--- config.mk ---
export PLATFORM = sky130hd
export DESIGN_NAME = univ_shift_reg_flat
export DESIGN_NICKNAME = d
export VERILOG_FILES = /design/src/rtl/univ_shift_reg_pkg.sv /design/src/rtl/univ_shift_reg_if.sv /design/src/rtl/sr_shift_counter.sv /design/src/rtl/univ_shift_reg.sv /design/src/flat_wrapper.sv
export SDC_FILE = /design/constraint.sdc
export NUM_CORES = 1
export LEC_CHECK = 0
export CAP_MARGIN = 30
export CORE_UTILIZATION = 38
export CTS_BUF_LIST = sky130_fd_sc_hd__clkbuf_8 sky130_fd_sc_hd__clkbuf_16
export DETAILED_ROUTE_END_ITERATION = 7
export GPL_TIMING_DRIVEN = 0
export PLACE_DENSITY = 0.83
export SLEW_MARGIN = 20
export SYNTH_ARGS = -nofsm -noshare
export SYNTH_HDL_FRONTEND = slang
export SYNTH_SLANG_ARGS = --single-unit
--- constraint.sdc ---
create_clock -name clk -period 1.25 [get_ports clk]
set_input_delay 0.25 -clock clk [delete_from_list [all_inputs] [get_ports clk]]
set_output_delay 0.25 -clock clk [all_outputs]
set_load 0.05 [all_outputs]
--- src/rtl/univ_shift_reg_pkg.sv ---
// Shared definitions for the universal shift register:
// mode encodings and the shift/rotate classifier.
package univ_shift_reg_pkg;

    typedef logic [2:0] mode_t;

    localparam mode_t MODE_HOLD = 3'b000;
    localparam mode_t MODE_LOAD = 3'b001;
    localparam mode_t MODE_SHL  = 3'b010;
    localparam mode_t MODE_SHR  = 3'b011;
    localparam mode_t MODE_ROL  = 3'b100;
    localparam mode_t MODE_ROR  = 3'b101;
    localparam mode_t MODE_CLR  = 3'b110;

    // Shifts and rotates share one count toward the done pulse
    function automatic logic is_shift(input mode_t mode);
        return (mode == MODE_SHL) || (mode == MODE_SHR) ||
               (mode == MODE_ROL) || (mode == MODE_ROR);
    endfunction

    function automatic logic is_clear(input mode_t mode);
        return (mode == MODE_LOAD) || (mode == MODE_CLR);
    endfunction

endpackage

--- src/rtl/univ_shift_reg_if.sv ---
// Control, data and status bundle of the universal shift register.
// The master drives operations, the slave returns register state.
interface univ_shift_reg_if #(
    parameter int WIDTH = 8
);
    import univ_shift_reg_pkg::*;

    localparam int CW = (WIDTH == 2) ? 1 : $clog2(WIDTH);

    logic             en;
    mode_t            mode;
    logic [WIDTH-1:0] d;
    logic             sin_l;
    logic             sin_r;
    logic [WIDTH-1:0] q;
    logic [WIDTH-1:0] qbar;
    logic             sout_l;
    logic             sout_r;
    logic [CW-1:0]    cnt;
    logic             done;

    modport master (
        output en, mode, d, sin_l, sin_r,
        input  q, qbar, sout_l, sout_r, cnt, done
    );

    modport slave (
        input  en, mode, d, sin_l, sin_r,
        output q, qbar, sout_l, sout_r, cnt, done
    );

endinterface

--- src/rtl/sr_shift_counter.sv ---
// Wrap counter of shift/rotate operations; pulses done for one
// cycle on the edge that wraps WIDTH-1 back to zero.
module sr_shift_counter #(
    parameter  int WIDTH = 8,
    localparam int CW    = (WIDTH == 2) ? 1 : $clog2(WIDTH)
) (
    input  logic          clk,
    input  logic          rst,
    input  logic          en,
    input  logic          inc,
    input  logic          clr,
    output logic [CW-1:0] cnt,
    output logic          done
);

    localparam logic [CW-1:0] LAST = CW'(WIDTH - 1);

    logic [CW-1:0] r_cnt;
    logic          r_done;
    logic          w_wrap;

    assign w_wrap = (r_cnt == LAST);

    // Clear wins over a simultaneous wrap, so no pulse is emitted
    always_ff @(posedge clk or posedge rst) begin
        if (rst) begin
            r_cnt  <= '0;
            r_done <= 1'b0;
        end else if (!en) begin
            r_done <= 1'b0;
        end else if (clr) begin
            r_cnt  <= '0;
            r_done <= 1'b0;
        end else if (inc) begin
            r_cnt  <= w_wrap ? '0 : r_cnt + 1'b1;
            r_done <= w_wrap;
        end else begin
            r_done <= 1'b0;
        end
    end

    assign cnt  = r_cnt;
    assign done = r_done;

endmodule

--- src/rtl/univ_shift_reg.sv ---
// Universal shift register: hold, load, shift, rotate and clear,
// with true/complement outputs and a WIDTH-shift done pulse.
module univ_shift_reg #(
    parameter int               WIDTH     = 8,
    parameter logic [WIDTH-1:0] RESET_VAL = {WIDTH{1'b0}}
) (
    input logic           clk,
    input logic           rst,
    univ_shift_reg_if.slave bus
);
    import univ_shift_reg_pkg::*;

    localparam int CW = (WIDTH == 2) ? 1 : $clog2(WIDTH);

    logic [WIDTH-1:0] r_q;
    logic [CW-1:0]    w_cnt;
    logic             w_done;
    logic             w_inc;
    logic             w_clr;

    assign w_inc = is_shift(bus.mode);
    assign w_clr = is_clear(bus.mode);

    always_ff @(posedge clk or posedge rst) begin
        if (rst) begin
            r_q <= RESET_VAL;
        end else if (bus.en) begin
            case (bus.mode)
                MODE_LOAD: r_q <= bus.d;
                MODE_SHL:  r_q <= {r_q[WIDTH-2:0], bus.sin_r};
                MODE_SHR:  r_q <= {bus.sin_l, r_q[WIDTH-1:1]};
                MODE_ROL:  r_q <= {r_q[WIDTH-2:0], r_q[WIDTH-1]};
                MODE_ROR:  r_q <= {r_q[0], r_q[WIDTH-1:1]};
                MODE_CLR:  r_q <= '0;
                default:   r_q <= r_q;
            endcase
        end
    end

    sr_shift_counter #(
        .WIDTH (WIDTH)
    ) u_cnt (
        .clk  (clk),
        .rst  (rst),
        .en   (bus.en),
        .inc  (w_inc),
        .clr  (w_clr),
        .cnt  (w_cnt),
        .done (w_done)
    );

    assign bus.q      = r_q;
    assign bus.qbar   = ~r_q;
    assign bus.sout_l = r_q[WIDTH-1];
    assign bus.sout_r = r_q[0];
    assign bus.cnt    = w_cnt;
    assign bus.done   = w_done;

endmodule

--- src/flat_wrapper.sv ---
// flat-port wrapper written by rule: the top's interface ports become plain ports
module univ_shift_reg_flat import univ_shift_reg_pkg::*;
#(
    parameter int               WIDTH     = 8,
    parameter logic [WIDTH-1:0] RESET_VAL = {WIDTH{1'b0}}
)
  (clk, rst, bus_en, bus_mode, bus_d, bus_sin_l, bus_sin_r, bus_q, bus_qbar, bus_sout_l, bus_sout_r, bus_cnt, bus_done);
  univ_shift_reg_if #(.WIDTH(WIDTH)) bus_i ();
  input logic clk;
  input logic rst;
  input wire logic [$bits(bus_i.en)-1:0] bus_en;
  input wire logic [$bits(bus_i.mode)-1:0] bus_mode;
  input wire logic [$bits(bus_i.d)-1:0] bus_d;
  input wire logic [$bits(bus_i.sin_l)-1:0] bus_sin_l;
  input wire logic [$bits(bus_i.sin_r)-1:0] bus_sin_r;
  output wire logic [$bits(bus_i.q)-1:0] bus_q;
  output wire logic [$bits(bus_i.qbar)-1:0] bus_qbar;
  output wire logic [$bits(bus_i.sout_l)-1:0] bus_sout_l;
  output wire logic [$bits(bus_i.sout_r)-1:0] bus_sout_r;
  output wire logic [$bits(bus_i.cnt)-1:0] bus_cnt;
  output wire logic [$bits(bus_i.done)-1:0] bus_done;
  assign bus_i.en = bus_en;
  assign bus_i.mode = bus_mode;
  assign bus_i.d = bus_d;
  assign bus_i.sin_l = bus_sin_l;
  assign bus_i.sin_r = bus_sin_r;
  assign bus_q = bus_i.q;
  assign bus_qbar = bus_i.qbar;
  assign bus_sout_l = bus_i.sout_l;
  assign bus_sout_r = bus_i.sout_r;
  assign bus_cnt = bus_i.cnt;
  assign bus_done = bus_i.done;
  univ_shift_reg #(.WIDTH(WIDTH), .RESET_VAL(RESET_VAL)) u_core (.clk(clk), .rst(rst), .bus(bus_i));
endmodule
# == After elaboration in Yosys (flattened, before gate mapping) ==
# Cells that the tools add are included.
# op_classes
addsub,1
n_eq_ne,7
n_mux,7
n_bitwise,1
reduce_logical,8
# op_table
cell,n
8-bit case mux with 6 select lines,1
"3-bit equality test, second input constant",4
3-bit 2-to-1 mux,3
8-bit NOT,1
"3-bit by 2-bit equality test with 1-bit output, second input constant",2
6-bit nonzero test,1
1-bit logical OR,4
2-bit AND reduction,2
"3-bit by 1-bit adder with 3-bit output, second input constant",1
"3-bit by 1-bit equality test with 1-bit output, second input constant",1
1-bit 2-to-1 mux,3
2-bit nonzero test,1
# totals
reg_bits,12
output_inout_bits,22

# == Logic depth before layout (Yosys ltp) ==
# Gate-level depths: netlist of the first run.
# depth
word_depth,7
mapped_depth,7
mapped_depth_nobuf,5

# == By module ==
# From an unflattened synthesis of the first run, not the netlist that was laid out.
# unflattened
hier_cells,92
hier_area_um2,812.0
# by_module_without_submodules
mod,instances,cells_per_inst,area_per_inst_um2
univ_shift_reg,1,74,608.1
sr_shift_counter,1,18,203.9

# == Worst setup path after synthesis of the first run ==
# Ideal clock, no wire load.
# synth_timing
kind,reg2reg
startpoint,"reg u_core.r_q[1], in the netlist u_core.bus.q[1]"
endpoint,"reg u_core.r_q[0], in the netlist u_core.bus.q[0]"
setup_time_ns,0.128
t_arrival_ns,1.435
required_ns,1.122
setup_slack_ns,-0.313
stages_incl_launch_ff,5
n_path_buf,0
cell_sequence,dfrtp_1 -> inv_1 -> a21oi_1 -> a311oi_1 -> o31ai_1
# synth_via
elab_chain_cells,1
# synth_rtl
element,line_no,rtl
"start, declared",univ_shift_reg.sv:15,logic [WIDTH-1:0] r_q;
"start signal, assigned",univ_shift_reg.sv:29,MODE_LOAD: r_q <= bus.d;
"start signal, assigned",univ_shift_reg.sv:30,"MODE_SHL: r_q <= {r_q[WIDTH-2:0], bus.sin_r};"
"start signal, assigned",univ_shift_reg.sv:31,"MODE_SHR: r_q <= {bus.sin_l, r_q[WIDTH-1:1]};"
8-bit case mux with 6 select lines,univ_shift_reg.sv:28,case (bus.mode)
# No other way between the ends.
# A chain may end at the register's enable or synchronous reset.

# == Worst setup path in the final report of the first run ==
# layout_timing
startpoint,"reg u_core.r_q[7], in the netlist u_core.bus.q[7]"
endpoint,out bus_q[7]
# layout_rtl
element,line_no,rtl
"end, declared",flat_wrapper.sv:16,output wire logic [$bits(bus_i.q)-1:0] bus_q;
# No word-level cell between the ends.

==> metrics list, run 1 <==
* Result of the run: completed
- Clock tree synthesis inserted a total of 3 buffers.
- Of the total power, the share spent switching nets is 48.4%.
* Initial antenna violation count: 0
* GPL Wtd Cong: 0.819
* Comb pwr share: 54.8%
- Worst IR drop on VDD: 0.00124 V
- Combinational family with the most area after synthesis: compound AO/OA/AOI/OAI gates
* Arrival time of data at the critical path endpoint: 970 ps
* Pre-Repair DR Iteration Count: 4
- In the routed layout, each cell is associated on average with a via count of 4.99.
* Xor/xnor cell area share of the yosys netlist: 1.04%
- The number of global-route vias before repair is 818.
* Count of filler cells inserted in the layout: between 150 and 200
- Cells with a size suffix above 1 make up about half of the layout.
* Number of flops mapped to enable cells by yosys: 0
- Finished Core Util: 66.4%
- In this run the tool buffered the top-level ports with 36 buffer cells.
- The synthesized netlist occupies a cell area of 841 um^2.
- The routed layout has 793 vias.
* Initial Util: 41.6%
* Switching power: 1120 uW
* Simple logic cell fraction of the synthesized area: 13.4%
- Top-level I/O count: 38
* H-Tree Depth: 1
* Final-report setup violation count: 0
- Clock tree synthesis found a total of 12 sinks.
- Final wirelength: 2280 um
* Register area share after synthesis: 35.7%
- Synthesis handed over a netlist of 87 instances.
- After synthesis, the share of cell area in mux cells is 7.14%.
* Relative area change from synthesis to final layout: 59.7%
- Global-route usage over all layers: between 20% and 30%
- Largest fanout on the critical path: 6
* Die width: between 40 and 50 um
* Distinct cells, synth: 26
* Register bit count reported by yosys: 12
* Number of buffers inserted for hold repair after clock tree synthesis: 0
* Mean cell area of the mapped netlist: 9.66 um^2
* Max Clk Rate: 823 MHz
- Antenna Nets Post-Route: 0
* FFs w/ async S/R, synth: 100%
* Critical Path End Type: primary output
* Count of non-filler cells in the finished layout: roughly 160
- Critical path startpoint category: register
- The clock network accounts for roughly a fifth of the total power.
- Headroom to the max-slew limit came out at 66.9%.
* Standard-cell row count: 16
- The die covers 2400 um^2.
- Number of remaining DRC errors: 0
- CTS clk-pin slew, worst paths: 60 ps
* Most instantiated flip-flop cell in the synthesis netlist: dfrtp_1
- The net count of the finished layout is roughly 150.
- Internal cell power: between 1000 and 1500 uW
* Remaining global-route overflow: 0
- Count of routing violations after the opening detailed-route iteration: 9
- Compound-gate portion of the synthesized area: 25.3%
- For this run, the number of Yosys warnings is 0.
- Multi-input gate area in the final layout: 503 um^2
- Final worst path period need: 1220 ps
- MaxCap Viol Count: 0
- Root Buffer: clkbuf_8
- The final max-slew violation count was 0.
- For the pin with the worst max-slew slack, the measured transition is 496 ps.
- Setup repair after global routing left no endpoint under its margin.
- Wire length of the first global-routing pass: 3720 um
* Power density over cell area: 1720 nW/um^2
- The clock reaches the later pin of the worst-skew pair after 240 ps.
- Summing the areas of all fa, ha and maj instances in the mapped netlist gives 4.46% of the synthesized area.
- For the final database, setup skew stands at 6.17 ps.
- CP Class: register to primary output
- Entering global routing, the biggest net connects 13 pins.
- Sequential cell area: 314 um^2
- The path class of the tightest hold or removal check is input port to async pin.
* Clock tree from TritonCTS: yes
- HPWL reported at the end of detailed placement: roughly 1600 um
- Post-route setup TNS: 0 ps
- Req. time, crit path: 1000 ps
- Including well taps, the total number of placed cells is 150.
- The floorplan step defined a core boundary enclosing 2020 um^2.
* Maximum buffer depth of the clock tree: 2
* # diodes: 0
- Fraction of the cycle the final worst path needs: between 90% and 100%
* Final Hold Vio Count: 0
* Vertical die dimension: 49.0 um
- Post-detailed-route wirelength per cell: approximately 14 um
* Leakage: 0.000613 uW
- The number of nets in the synthesized netlist is 106.
* Part of the total power dissipated in sequential elements: 26.5%
[registers in the layout (all words and copies together) (netlist names)]
signal	count
u_core.bus.q	8
u_core.u_cnt.cnt	3
u_core.u_cnt.done	1
[metrics by stage]
step | hold slack [ps] | power, uW | area [um^2] | setup WS, ps
finish | 328 | 2310 | 1340 | 34.6
floorplan | 114 | 1480 | 892 | -155
CTS | 336 | 2260 | 1300 | 2.43
global route | 392 | 2410 | 1340 | 2.05
global placement | 537 | 1890 | 1290 | -548
detailed placement | 547 | 1920 | 1290 | -564
[worst max-delay path: stages, from the launching register on]
cell     delay (ps)
dfrtp_2         440
buf_4           140
buf_6           140
[what timing repair did]
item	in CTS	in global routing
endpoints found under the setup margin	34	13
gates resized for setup	128	12
buffers inserted	1	3
pin swaps	2	1
gates cloned	1	0
[routing by layer]
layer  track usage [%]  share of wire, %
met5                 0                 0
met2              35.0                51
met4              5.88              0.57
met1              22.9                40
met3              8.10               8.1
[power by group through the flow]
stage	combinational (uW)	sequential, uW	clock (uW)
2_1_floorplan	564	913	0
3_3_place_gp	1280	618	0
3_5_place_dp	1300	623	0
4_1_cts	1210	616	439
5_1_grt	1330	628	460
6_report	1270	613	432
[cell families (layout without fill, tap and decap cells)]
kind of cell,Yosys count,after routing
AO/OA/AOI/OAI,28,28
AND/OR/NAND/NOR,18,18
flip-flops,12,12
buffers and inverters,19,64
multiplexers,6,6
adder cells (fa/ha/maj),3,3
XOR/XNOR,1,1
[cells in the mapped netlist, types with 2 or more instances]
master | count | area share [%]
inv_1 | 13 | 5.8
ha_1 | 3 | 4.5
a21oi_1 | 10 | 6.0
dfrtp_1 | 12 | 36
buf_4 | 2 | 1.8
nor2_1 | 8 | 3.6
nand2_1 | 2 | 0.89
a22o_1 | 4 | 4.2
mux2i_1 | 6 | 7.1
a211oi_1 | 6 | 5.4
buf_6 | 4 | 5.4
o21ai_0 | 2 | 1.2
nor2b_4 | 2 | 3.3
[layout make-up]
cell class              instances  area share [%]
clock buffers                   4            4.10
flip-flops and latches         12            23.4
repair buffers                 41            23.6
inverters                      13            4.47
well taps                      27            2.52
multi-input cells              56            37.5
plain buffers                   6            4.47
[layout by cell type, fill, tap and decap left out, types with 2 or more instances in the layout]
cell	instances
a22o_1	4
clkbuf_2	2
nor2b_4	2
ha_4	2
dfrtp_2	11
buf_4	13
nand2_1	2
clkbuf_8	4
a21oi_1	9
a211oi_1	5
buf_6	7
clkinvlp_4	3
mux2i_1	6
nor3b_2	2
inv_1	10
nor2_1	8
buf_2	12
clkdlybuf4s50_1	11
[final timing paths]
check                                    start                   to  slack, ps  cells past startpoint
setup / recovery               u_core.bus.q[7]             bus_q[7]         30                      2
hold / removal                             rst      u_core.bus.q[4]        330                      2
setup reg to reg               u_core.bus.q[0]      u_core.bus.q[1]         60                      5
hold reg to reg            u_core.u_cnt.cnt[1]  u_core.u_cnt.cnt[1]        560                      1
max in group asynchronous                  rst      u_core.bus.q[6]        560                      2
min in group clk                   bus_mode[2]      u_core.bus.q[6]        540                      5
Note: power is estimated with default switching activity, not from simulation.
==> run 2: changes to the inputs <==
- CORE_UTILIZATION: 38 -> 37
- PLACE_DENSITY: 0.83 -> 0.84
- clock period: 1.25 -> 1 ns (I/O delays scaled with it)
==> run 2 against run 1 <==
  * The flow now finishes with violations (setup timing)
  * Via count increased by 20%
  * Combinational power up 65%
  * Clock power increased by 28%
  * Count of clock-buffer cells in the layout unchanged
  * First-iteration DRC count rose by 78%
  * Flip-flop and latch count unchanged
  * Largest cell class is now non-clock buffers
  * Clock skew decreased by 3.0 ps
  * Design area rose by 27%
  * Worst hold slack lost 35 ps
  * Die area grew 2.6%
  * Critical path type unchanged
==> metrics list, run 2 (same netlist as run 1, synthesis figures left out) <==
- The number of iterations in the first detailed-routing pass is 4 (unchanged).
- The startpoint of the most critical register-to-register path is u_core.bus.q[4] (was u_core.bus.q[0]).
- MaxCap Viol Count: 0 (unchanged)
* Final wirelength: 2950 um (was 2280 um)
- The flip-flop count of the largest register, all copies and words added came to 8 (unchanged).
* DIE AREA: 2470 um^2 (was 2400 um^2)
- Most frequent cells in the layout: buf_6 (22), buf_4 (19), dfrtp_2 (11) (was buf_4 (13), buf_2 (12), clkdlybuf4s50_1 (11), dfrtp_2 (11), inv_1 (10))
* Initial Util: 41.2% (was 41.6%)
- The maximum number of pins on one net before global-route repair is 13 (unchanged).
- The delay of the slowest critical-path stage is 440 ps (about the same).
- Total cell area at the placement stage: 1340 um^2 (was 1290 um^2)
- Switch share: 45.8% (was 48.4%)
* Result of the run: finished, violations left (was completed)
- The number of I/O pins is 38 (unchanged).
- # diodes: 0 (unchanged)
- Comb pwr share: 60.4% (was 54.8%)
- Final clock skew: 3.12 ps (was 6.17 ps)
- The residual overflow from global routing is 0 (unchanged).
* Largest fanout on the critical path: 4 (was 6)
- Flop-to-flop setup slack: -170 ps (was 60 ps)
- The global placer's final weighted congestion came to 0.742 (was 0.819).
* Power density over cell area: 2040 nW/um^2 (was 1720 nW/um^2)
- Number of pins exceeding their max-slew limit in the final report: 0 (unchanged)
- Count of filler cells inserted in the layout: 110 (was 164)
- Die width: 49.7 um (was 49.0 um)
* Final-report setup violation count: 31 (was 0)
- The number of global-route vias before repair came to 910 (was 818).
- Leading cell type in the layout, fill and taps excluded: buf_6 (was buf_4)
- Series of cell instances along the critical path: clkinvlp_4 -> buf_6 (was buf_4 -> buf_6)
- The class of the tightest hold or removal check is input port to async pin (unchanged).
- For the finished layout, the period the worst path requires is approximately 1200 ps.
- Count of routing violations after the opening detailed-route iteration: 16 (was 9)
- Max Clk Rate: approximately 850 MHz
- Clock sink total: 12 (unchanged)
- The static leakage came to 0.000740 uW (was 0.000613 uW).
- Via density per instance: 5.40 (was 4.99)
- Initial antenna violation count: 0 (unchanged)
* Critical Path End Type: primary output (unchanged)
- The sum of internal, switching and leakage power was 3480 uW (was 2310 uW).
* HPWL reported at the end of detailed placement: 1700 um (was 1590 um)
- The root buffer cell was clkbuf_8 (unchanged).
- Post-placement worst setup slack: -876 ps (was -564 ps)
* Worst-path cell with the longest stage delay: dfrtp_2 (unchanged)
- The capture point of the worst reg-to-reg path is u_core.bus.q[3] (was u_core.bus.q[1]).
- The total clock buffers created by CTS is 3 (unchanged).
- Critical path startpoint category: register (unchanged)
- Clock tree from TritonCTS: yes (unchanged)
* Count of non-filler cells in the finished layout: 176 (was 159)
* Switching power: 1600 uW (was 1120 uW)
* Internal cell power: 1890 uW (was 1190 uW)
- The overall track demand over capacity in global routing is 24.4% (was 20.3%).
- Worst-case setup margin in the final layout: -180 ps (was 34.6 ps)
* H-Tree Depth: 1 (unchanged)
* Violations in the final reports: setup timing
- The number of cells after detailed placement was 150 (unchanged).
* RSZ-0062 raised after global routing: true (was false)
- Post-route setup TNS: -3190 ps (was 0 ps)
- CTS clk-pin slew, worst paths: 60 ps (about the same)
* Final design area excluding fillers: 1710 um^2 (was 1340 um^2)
- The worst setup path category is register to primary output (unchanged).
- The area added between synthesis and finish came to 103% (was 59.7%).
- Maximum buffer depth of the clock tree: 2 (unchanged)
* Vertical die dimension: 49.7 um (was 49.0 um)
* Actual slew at the worst max-slew pin: 499 ps (was 496 ps)
- The average wire length per cell after detail routing is 16.8 um (was 14.3 um).
- The clock network power share came to 15.9% (was 18.7%).
- The normalized max-slew margin came to 66.7% (was 66.9%).
* Standard-cell row count: 16 (unchanged)
* Part of the total power dissipated in sequential elements: 23.8% (was 26.5%)
- The cell depth of the worst flop-to-flop path came to 5 (unchanged).
- NumNets Final: 169 (was 152)
- Overall via count from detail_route: 950 (was 793)
* Fraction of the cycle the final worst path needs: 118%
* Std-Cell Core Area: 2040 um^2 (was 2020 um^2)
- Worst-skew pair later-pin latency: 250 ps (was 240 ps)
* Antenna Nets Post-Route: 0 (unchanged)
- Number of remaining DRC errors: 0 (unchanged)
- The final-report hold violation count was 0 (unchanged).
- The peak ir drop on the vdd network is 0.00172 V (was 0.00124 V).
* Share of cells above drive strength 1: 69.1% (was 50.8%)
- The critical path data required time was 800 ps (was 1000 ps).
- The count of buffers inserted at the top-level ports was 36 (unchanged).
- Arrival time of data at the critical path endpoint: 980 ps (was 970 ps)
- Wire length of the first global-routing pass: 4490 um (was 3720 um)
==> run 2: worst max path at each step <==
| stage | start | to | slack [ps] | cells after the start |
|---|---|---|---|---|
| 2_1_floorplan | u_core.bus.q[1] | u_core.bus.q[0] | -400 | 4 |
| 3_3_place_gp | bus_mode[1] | u_core.bus.q[4] | -830 | 6 |
| 3_5_place_dp | bus_mode[1] | u_core.bus.q[3] | -880 | 6 |
| 4_1_cts | u_core.bus.q[0] | bus_q[0] | -170 | 2 |
| 5_1_grt | u_core.bus.q[6] | bus_qbar[6] | -210 | 2 |
| 6_report | u_core.bus.q[6] | bus_qbar[6] | -180 | 2 |
==> run 2: layer usage <==
metal | global-route usage, % | vias up | routed length [um]
met5 | 0 | - | 0
met4 | 6.67 | 0 | 53
met3 | 6.48 | 11 | 171
met2 | 43.7 | 47 | 1580
met1 | 28.2 | 468 | 1150
li1 | - | 424 | -
==> run 2: power groups by stage <==
stage                     Combinational (uW)  Clock [uW]  Sequential (uW)
after floorplan                          751           0             1160
after global placement                  1640           0              792
after detailed placement                1680           0              800
after CTS                               1980         552              818
after global routing                    2200         580              842
final                                   2100         553              827
==> run 2: timing repair <==
action,CTS,global route
gates resized for setup,190,7
hold buffers,0,0
buffers inserted,17,5
endpoints found under the setup margin,34,34
pin swaps,14,2
==> run 2: layout make-up <==
cell class,count,area [um^2],share of cell area (%)
Inverter,13,81.3,4.76
Sequential cell,12,314,18.4
Multi-Input combinational cell,56,562,32.9
Buffer,6,76.3,4.47
Clock buffer,4,55.1,3.22
Tap cell,27,33.8,1.98
Timing Repair Buffer,58,587,34.3
==> run 2: through the flow <==
stage	utilization [%]	hold slack, ps
final	83.7	293
after global routing	83.7	334
after CTS	80.3	315
after detailed placement	65.7	554
after global placement	65.7	538
after floorplan	-	64.0
==> run 2: critical path, delay by kind of cell (launching register included) <==
| family | cells | cell delay, ps |
|---|---|---|
| DFF | 1 | 440 |
| buffers and inverters | 2 | 290 |
==> run 3: changes to the inputs <==
- CORE_UTILIZATION: 37 -> 54
- DONT_BUFFER_PORTS: unset -> 1
- PLACE_DENSITY: 0.84 -> 0.81
==> run 3 against run 2 <==
  * The run still ends with setup timing left
  * Sequential share of layout area increased by 11 points
  * Maximum frequency down 21%
  * Non-clock buffer count is 57 lower
  * Critical path depth increased by 2
  * First-iteration DRC count fell by 31%
  * Clock power shrank 18%
  * Die area shrank 30%
  * Worst hold slack worse by 160 ps
  * Design area is 37% lower
  * Worst setup slack lost 320 ps
  * Critical endpoint is now u_core.bus.q[0]
==> metrics list, run 3 (same netlist as run 1, synthesis figures left out) <==
- Std-Cell Core Area: 1370 um^2 (was 2040 um^2)
- Finished Core Util: 78.4% (was 83.7%)
- Final clock skew: 2.68 ps (was 3.12 ps)
- The via count was 661 (was 950).
* Number of remaining DRC errors: 0 (unchanged)
- # diodes: 0 (unchanged)
- The number of nets still failing antenna checks after routing was 0 (unchanged).
* H-Tree Depth: 1 (unchanged)
* Initial Util: 61.5% (was 41.2%)
- The final-report hold violation count was 0 (unchanged).
- The critical path capture point type is a register (was primary output).
- Global-route usage over all layers: 21.8% (was 24.4%)
* Number of global-route vias before repair: 626 (was 910)
- The clock network power share is 17.8% (was 15.9%).
- The residual overflow from global routing is 0 (unchanged).
- The shortest period the worst path allows is 1500 ps (was 1180 ps).
- Multi-input gate area in the final layout: 524 um^2 (was 562 um^2)
- Number of flip-flops under the largest register name: 8 (unchanged)
- Total cell area at the placement stage: 967 um^2 (was 1340 um^2)
* Arrival time of data at the critical path endpoint: 1640 ps (was 980 ps)
- Flop-to-flop setup slack: -500 ps (was -170 ps)
- Die width: 41.5 um (was 49.7 um)
- The detailed-placement wirelength estimate was 1360 um (was 1700 um).
- Worst IR drop on VDD: 0.00207 V (was 0.00172 V)
- Result of the run: finished, violations left (unchanged).
- Wire length of the first global-routing pass: 2940 um (was 4490 um)
- Via density per instance: 6.18 (was 5.40)
- Power density over cell area: 2370 nW/um^2 (was 2040 nW/um^2)
- The TritonCTS clock tree is yes (unchanged).
- The most common cell after layout, fill and taps aside is dfrtp_2 (was buf_6).
- The cell-internal power was 1180 uW (was 1890 uW).
* Switching power: 1360 uW (was 1600 uW)
- The normalized max-slew margin came to 63.1% (was 66.7%).
- Along the worst hold path, the cell count comes to 2.
- Pre-Repair DR Iteration Count: 4 (unchanged)
- Count of filler cells inserted in the layout: 99 (was 110)
* Switch share: 53.4% (was 45.8%)
* Violations in the final reports: setup timing (unchanged)
- The final max-slew violation count was 0 (unchanged).
- Vertical die dimension: 41.5 um (was 49.7 um)
- The setup TNS after final layout is -6270 ps (was -3190 ps).
- The final critical-path setup slack is -503 ps (was -180 ps).
* RSZ-0062 raised after global routing: true (unchanged)
- Maximum buffer depth of the clock tree: 2 (unchanged)
* Clock sink total: 12 (unchanged)
- CTS clk-pin slew, worst paths: 50 ps (was 60 ps)
* Largest net degree at the start of global routing: 13 (unchanged)
* Top-level I/O count: 38 (unchanged)
- Largest fanout on the critical path: 3 (was 4)
- Leakage: 0.000413 uW (was 0.000740 uW)
- Worst-case reg-to-reg path depth: 4 (was 5)
- The placement row count was 13 (was 16).
- Final-report setup violation count: 31 (unchanged)
- GPL Wtd Cong: 0.761 (was 0.742)
* Max Clk Rate: 666 MHz (was 847 MHz)
- Post-detailed-route wirelength per cell: 17.5 um (was 16.8 um)
* NumNets Final: 112 (was 169)
- CP Class: register to register (was register to primary output)
* Fraction of the cycle the final worst path needs: 150% (was 118%)
* Relative area change from synthesis to final layout: 27.4% (was 103%)
- The count of buffers inserted at the top-level ports came to 0 (was 36).
* Min-Delay Path Class: input port to register (was input port to async pin)
- The logic gate share of total power was 34.5% (was 60.4%).
* MaxCap Viol Count: 0 (unchanged)
- Total setup buffers inserted after CTS: 0 (was 17)
- Req. time, crit path: 1140 ps (was 800 ps)
- The kind of start point of the critical path was a register (unchanged).
- Final wirelength: 1880 um (was 2950 um)
* Most frequent cells in the layout: dfrtp_2 (10), nor2_1 (8), clkinvlp_4 (7) (was buf_6 (22), buf_4 (19), dfrtp_2 (11))
- Actual slew at the worst max-slew pin: 549 ps (was 499 ps)
- Final design area excluding fillers: 1070 um^2 (was 1710 um^2)
- The sequential cell area came to 317 um^2 (was 314 um^2).
- The initial antenna violation count was 0 (unchanged).
- Part of the total power dissipated in sequential elements: 47.8% (was 23.8%)
- The fraction of final layout cells sized beyond drive strength 1 was 53.3% (was 69.1%).
* Worst-skew pair later-pin latency: 240 ps (was 250 ps)
- The root buffer cell was clkbuf_8 (unchanged).
- DIE AREA: 1720 um^2 (was 2470 um^2)
- Pwr Total: 2540 uW (was 3480 uW)
* Total clock buffers created by CTS: 3 (unchanged)
- Count of routing violations after the opening detailed-route iteration: 11 (was 16)
run 3: changes by cell type in the layout (fill, tap and decap cells not counted), moves of 2 or more:
cell / delta
buf_2: -2
buf_6: -19
buf_12: -2
buf_8: -4
inv_1: +2
clkdlybuf4s50_1: -10
buf_4: -19
dlygate4sd2_1: -2
run 3: critical path, stage by stage (launching register included):
cell and delay, ps:
dfrtp_2 560, clkinvlp_4 380, a21oi_2 200, a311oi_1 60
o31ai_1 210
run 3: cell type report:
type / count / share of cell area [%]
well taps: 15 / 1.75
plain buffers: 6 / 7.36
clock buffers: 3 / 3.86
repair buffers: 1 / 0.935
inverters: 13 / 7.24
clock inverters: 1 / 0.350
flip-flops and latches: 12 / 29.6
multi-input cells: 56 / 48.9
run 3: timing repair:
| action | in CTS | in global routing |
|---|---|---|
| pin swaps | 9 | 4 |
| hold endpoints to repair | 12 | 0 |
| hold buffers | 1 | 0 |
| cloned | 0 | 0 |
| gates resized for setup | 10 | 4 |
| endpoints found under the setup margin | 29 | 33 |
run 3: path summary, 6_finish.rpt:
kind,from,to
min in group asynchronous,rst,u_core.bus.q[4]
min,bus_d[5],u_core.bus.q[5]
max reg2reg,u_core.bus.q[1],u_core.bus.q[0]
min reg2reg,u_core.u_cnt.cnt[1],u_core.u_cnt.cnt[1]
max in group asynchronous,rst,u_core.bus.q[7]
max,u_core.bus.q[1],u_core.bus.q[0]
run 3: stage by stage:
| step | std cells | hold slack [ps] | setup WS [ps] |
|---|---|---|---|
| CTS | 107 | 135 | -503 |
| finish | 107 | 130 | -503 |
| detailed placement | 102 | 120 | -492 |
| global route | 107 | 142 | -574 |
| global placement | 102 | 124 | -479 |
| floorplan | 87 | 64.0 | -405 |
run 3: power by group through the flow:
stage          Combinational [uW]  Sequential [uW]  Clock, uW
2_1_floorplan                 751             1160          0
3_3_place_gp                  801             1200          0
3_5_place_dp                  834             1200          0
4_1_cts                       874             1200        442
5_1_grt                       936             1230        468
6_report                      876             1210        451
run 3: metal layers:
metal  part of all wire, %  track usage [%]  vias to the layer above
met4                  0.96             3.87                        0
met5                     0                0                        -
li1                      -                -                      317
met1                    42             28.0                      312
met3                   8.5             6.52                        4
met2                    49             36.6                       28
